===== config.mk =====
export PLATFORM = sky130hd
export DESIGN_NAME = cdc_4phase_tx
export DESIGN_NICKNAME = d
export VERILOG_FILES = /design/src/rtl/cdc_4phase_tx.sv
export SDC_FILE = /design/constraint.sdc
export NUM_CORES = 1
export LEC_CHECK = 0
export CAP_MARGIN = 20
export CORE_MARGIN = 10
export CORE_UTILIZATION = 46
export CTS_BUF_LIST = sky130_fd_sc_hd__clkbuf_8
export CTS_CLUSTER_SIZE = 10
export DETAILED_ROUTE_END_ITERATION = 8
export HOLD_SLACK_MARGIN = 0.1
export PLACE_DENSITY = 0.88
export SYNTH_ARGS = -nofsm -noshare
export SYNTH_HDL_FRONTEND = slang
export SYNTH_SLANG_ARGS = --single-unit

===== constraint.sdc =====
create_clock -name clk_i -period 3.7 [get_ports clk_i]
set_clock_uncertainty 0.2 [all_clocks]
set_input_delay 0.37 -clock clk_i [delete_from_list [all_inputs] [get_ports clk_i]]
set_output_delay 0.37 -clock clk_i [all_outputs]
set_load 0.05 [all_outputs]

===== src/rtl/cdc_4phase_tx.sv =====
// Source end of a 4-phase req/ack clock-domain crossing with a synchronized ack.
// Optional sticky ack timeout: define CDC_4PHASE_TX_TIMEOUT_EN.
module cdc_4phase_tx #(
  parameter int DataWidth     = 32,
  parameter int STAGES        = 2,
  parameter int TimeoutCycles = 1024
) (
  input  logic                 clk_i,
  input  logic                 rst_ni,
  input  logic                 valid_i,
  output logic                 ready_o,
  input  logic [DataWidth-1:0] data_i,
  output logic                 async_req_o,
  input  logic                 async_ack_i,
  output logic [DataWidth-1:0] async_data_o,
  output logic                 timeout_o
);

  localparam logic [1:0] IDLE   = 2'd0;
  localparam logic [1:0] REQ_HI = 2'd1;
  localparam logic [1:0] REQ_LO = 2'd2;

  if (STAGES < 2 || TimeoutCycles < 1) begin : g_bad_param
    $error("cdc_4phase_tx: STAGES must be >= 2 and TimeoutCycles >= 1");
  end

  logic [1:0]        state, state_nxt;
  logic [STAGES-1:0] ack_pipe;
  logic              ack_s;

  // Only the last flop of the chain is allowed to steer the FSM.
  always_ff @(posedge clk_i or negedge rst_ni) begin
    if (!rst_ni) ack_pipe <= '0;
    else         ack_pipe <= {ack_pipe[STAGES-2:0], async_ack_i};
  end
  assign ack_s = ack_pipe[STAGES-1];

  always_comb begin
    state_nxt = state;
    case (state)
      IDLE:    if (valid_i) state_nxt = REQ_HI;
      REQ_HI:  if (ack_s)   state_nxt = REQ_LO;
      REQ_LO:  if (!ack_s)  state_nxt = IDLE;
      default:              state_nxt = IDLE;
    endcase
  end

  // Data is loaded only on the accept edge, so it is frozen for the whole handshake.
  always_ff @(posedge clk_i or negedge rst_ni) begin
    if (!rst_ni) begin
      state        <= IDLE;
      async_req_o  <= 1'b0;
      async_data_o <= '0;
    end else begin
      state <= state_nxt;
      if (state == IDLE && valid_i) begin
        async_req_o  <= 1'b1;
        async_data_o <= data_i;
      end else if (state == REQ_HI && ack_s) begin
        async_req_o  <= 1'b0;
      end
    end
  end

  assign ready_o = (state == IDLE);

`ifdef CDC_4PHASE_TX_TIMEOUT_EN
  localparam int               CntW   = $clog2(TimeoutCycles + 1);
  localparam logic [CntW-1:0]  TO_MAX = CntW'(TimeoutCycles);
  localparam logic [CntW-1:0]  TO_PRE = CntW'(TimeoutCycles - 1);

  logic [CntW-1:0] to_cnt;
  logic            to_flag;

  // Counts cycles spent in one busy state; flag is sticky, FSM never aborts.
  always_ff @(posedge clk_i or negedge rst_ni) begin
    if (!rst_ni) begin
      to_cnt  <= '0;
      to_flag <= 1'b0;
    end else if (state_nxt != state) begin
      to_cnt  <= '0;
    end else if (state != IDLE && to_cnt != TO_MAX) begin
      to_cnt  <= to_cnt + CntW'(1);
      if (to_cnt == TO_PRE) to_flag <= 1'b1;
    end
  end
  assign timeout_o = to_flag;
`else
  assign timeout_o = 1'b0;
`endif

endmodule


==> metrics.log <==
INFO  metric finalCritPeriodShare = 60.4%
INFO  metric setup_total_negative_slack = 0 ns
INFO  metric layout.area.seq = 926 sq um
INFO  metric fin_crit = 2.23 ns
INFO  metric placementRows = 20
INFO  metric portBuffers = 69
INFO  metric post_synth_instance_area = 1550 sq um
INFO  metric synth_common_cells = sky130_fd_sc_hd__dfrtp_1, sky130_fd_sc_hd__mux2_4, sky130_fd_sc_hd__buf_12
INFO  metric drt_pass1_iterations = 4
INFO  metric cts.htree.levels = 2
INFO  metric grt_util_all_layers = 12.2%
INFO  metric cp-start-kind = register
INFO  metric grt_antenna_before_repair = 0
INFO  metric grt_ovf = 0
INFO  metric setup_repair_after_global_routing_missed_its_margin = false
INFO  metric synth.largest_area_cell = sky130_fd_sc_hd__dfrtp_1
INFO  metric yosysMostFrequentCell = sky130_fd_sc_hd__dfrtp_1
INFO  metric synth_cells = 86
INFO  metric hold_path_class = reg2reg
INFO  metric synth_enable_flop_cells = 0
INFO  metric cts_tree = yes
INFO  metric run_status = finished, final reports clean
INFO  metric async_flop_share = 100%
INFO  metric postCtsSetupBuffers = 0
INFO  metric post_synth_main_area_contributors = sky130_fd_sc_hd__dfrtp_1, sky130_fd_sc_hd__mux2_4, sky130_fd_sc_hd__buf_12, sky130_fd_sc_hd__mux2_2, sky130_fd_sc_hd__buf_6
INFO  metric cts-root-to-sink-buffers = 2
INFO  metric core-area = 3130 sq um
INFO  metric antenna_left = 0
INFO  metric die-width = 78.0 um
INFO  metric detail_route.drc_violations = 0
INFO  metric f_max = 0.448 GHz
INFO  metric timing.critical_path.required = 3.13 ns
INFO  metric cts_root_buf = sky130_fd_sc_hd__clkbuf_8
INFO  metric synth-seq-cells = 37
INFO  metric slew_violations = 0
INFO  metric synth_top_flop_cell = sky130_fd_sc_hd__dfrtp_1
INFO  metric maximum_number_of_pins_on_one_net_before_global_route_repair = 38
INFO  metric clkSlewWorstSetupHoldPaths = 0.06 ns
INFO  metric crit_fanout = 4
INFO  metric die-height = 78.0 um
INFO  metric drt_iter0_markers = 46
INFO  metric fillers = 217
INFO  metric clk-insertion-delay-late = 0.27 ns
INFO  metric synthesis.nets = 122
INFO  metric postSynthAreaPerCell = 18.0 sq um
INFO  metric syn_to_final_growth = 48.8%
INFO  metric setup-violations-final = 0
INFO  metric detailedPlacementHpwl = 2850 um
INFO  metric max_slew_margin = 47.9%
INFO  metric antenna-diode-count = 0
INFO  metric route.detailed.vias_per_inst = 4.56
INFO  metric die-area = 6080 sq um
INFO  metric drv_cap = 0
INFO  metric synth_sequential_area_ratio = 59.9%
INFO  metric wl_per_cell = 18.3 um
INFO  metric final_layout_size_suffix_gt1_share = 26.4%
INFO  metric tritoncts.num_buffers = 5
INFO  metric crit_arrival = 1.66 ns
INFO  metric design.final.nets = 194
INFO  metric grt_pass1_vias = 1,068
INFO  metric floorplan.initialDensity = 49.4%
INFO  metric ys_warn_count = 0
INFO  metric post_synth_num_cell_types = 15
INFO  metric area_taken_by_multi_input_logic_gates = 533 sq um
INFO  metric vias = 926
INFO  metric numClockSinks = 37
INFO  metric hold_violations = 0
INFO  metric pin_count = 71
INFO  metric worst_tran_pin_value = 0.782 ns
INFO  metric wire_length_of_the_first_global_routing_pass = 5880 um
INFO  metric timing.setup.critical_path_class = reg2out
INFO  metric yosysTopAreaCellShare = 59.9%
INFO  metric route.final.wire_length = 3710 um
INFO  metric finalWeightedCongestion = 0.749
INFO  metric crit_path_end_kind = output pin
[path summary, 6_finish.rpt]
kind | slack [ns] | from | cells after the start | to
setup reg to reg | 1.87 | state[0] | 3 | async_data_o[14]
hold / removal | 0.15 | ack_pipe[0] | 0 | ack_pipe[1]
min in group asynchronous | 0.51 | rst_ni | 2 | async_data_o[0]
max in group asynchronous | 2.30 | rst_ni | 2 | async_data_o[15]
setup / recovery | 1.47 | state[0] | 2 | ready_o
hold reg to reg | 0.15 | ack_pipe[0] | 0 | ack_pipe[1]
[final cells by class]
class                   count  share of cell area, %
well taps                  44                   2.39
repair buffers             70                   30.3
clock inverters             3                  0.598
clock buffers               5                   2.99
inverters                   2                  0.326
flip-flops and latches     37                   40.3
multi-input cells          42                   23.2
[cells in the final DEF (no fill, tap or decap)]
cell                              synthesis  routed
sky130_fd_sc_hd__a21oi_1                  1       1
sky130_fd_sc_hd__clkbuf_8                 0       5
sky130_fd_sc_hd__xnor2_1                  1       1
sky130_fd_sc_hd__dlygate4sd3_1            0       1
sky130_fd_sc_hd__mux2_2                   2       2
sky130_fd_sc_hd__clkinv_2                 0       2
sky130_fd_sc_hd__nor2_2                   1       1
sky130_fd_sc_hd__and2_4                   1       1
sky130_fd_sc_hd__mux2i_1                  1       1
sky130_fd_sc_hd__nor2_1                   2       2
sky130_fd_sc_hd__clkdlybuf4s50_1          0      68
sky130_fd_sc_hd__buf_2                    0       1
sky130_fd_sc_hd__dfrtp_1                 37      37
sky130_fd_sc_hd__mux2_4                  30      30
sky130_fd_sc_hd__o21ai_0                  2       2
sky130_fd_sc_hd__inv_1                    2       3
sky130_fd_sc_hd__conb_1                   1       1
[cell families after synthesis]
logic type | after synthesis | share of synthesized area (%)
buffers and inverters | 7 | 5.59
AOI/OAI and AO/OA | 3 | 0.971
other | 1 | 0.243
muxes | 33 | 31.3
DFF | 37 | 59.9
xor gates and xnor gates | 1 | 0.567
and+or+nand+nor | 4 | 1.46
[stage by stage]
stage | cells | setup WS, ns | utilization [%] | instance area [sq um] | hold WS [ns]
6_report | 203 | 1.47 | 73.5 | 2300 | 0.150
5_1_grt | 203 | 1.41 | 73.5 | 2300 | 0.173
4_1_cts | 203 | 1.44 | 73.5 | 2300 | 0.155
3_5_place_dp | 194 | 1.55 | 70.6 | 2210 | 0.139
3_3_place_gp | 194 | 1.59 | 70.6 | 2210 | 0.136
2_1_floorplan | 86 | 1.71 | - | 1550 | -0.126
[state kept, by name, indices dropped and copies added (netlist names)]
name	flops
async_req_o	1
async_data_o	32
ack_pipe	2
state	2
[critical path, cell delays in order (launching register included)]
cell and delay (ns):
sky130_fd_sc_hd__dfrtp_1 0.43, sky130_fd_sc_hd__nor2_2 0.14, sky130_fd_sc_hd__clkdlybuf4s50_1 0.81
[routing by layer]
layer,global-route usage [%],up-vias,share of wire [%]
li1,-,429,-
met1,14.0,448,42
met2,19.7,47,49
met3,5.76,2,8.5
met4,3.76,0,0.92
met5,0,-,0
[repair_timing]
| item | 4_1_cts | 5_1_grt |
|---|---|---|
| hold buffers | 1 | 0 |
| endpoints found under the hold margin | 37 | 0 |
| resized for setup | 0 | 0 |
Power is left out: the tool's default activity adds up to more than one toggle a clock period on the data nets, which glitch-free logic cannot reach.
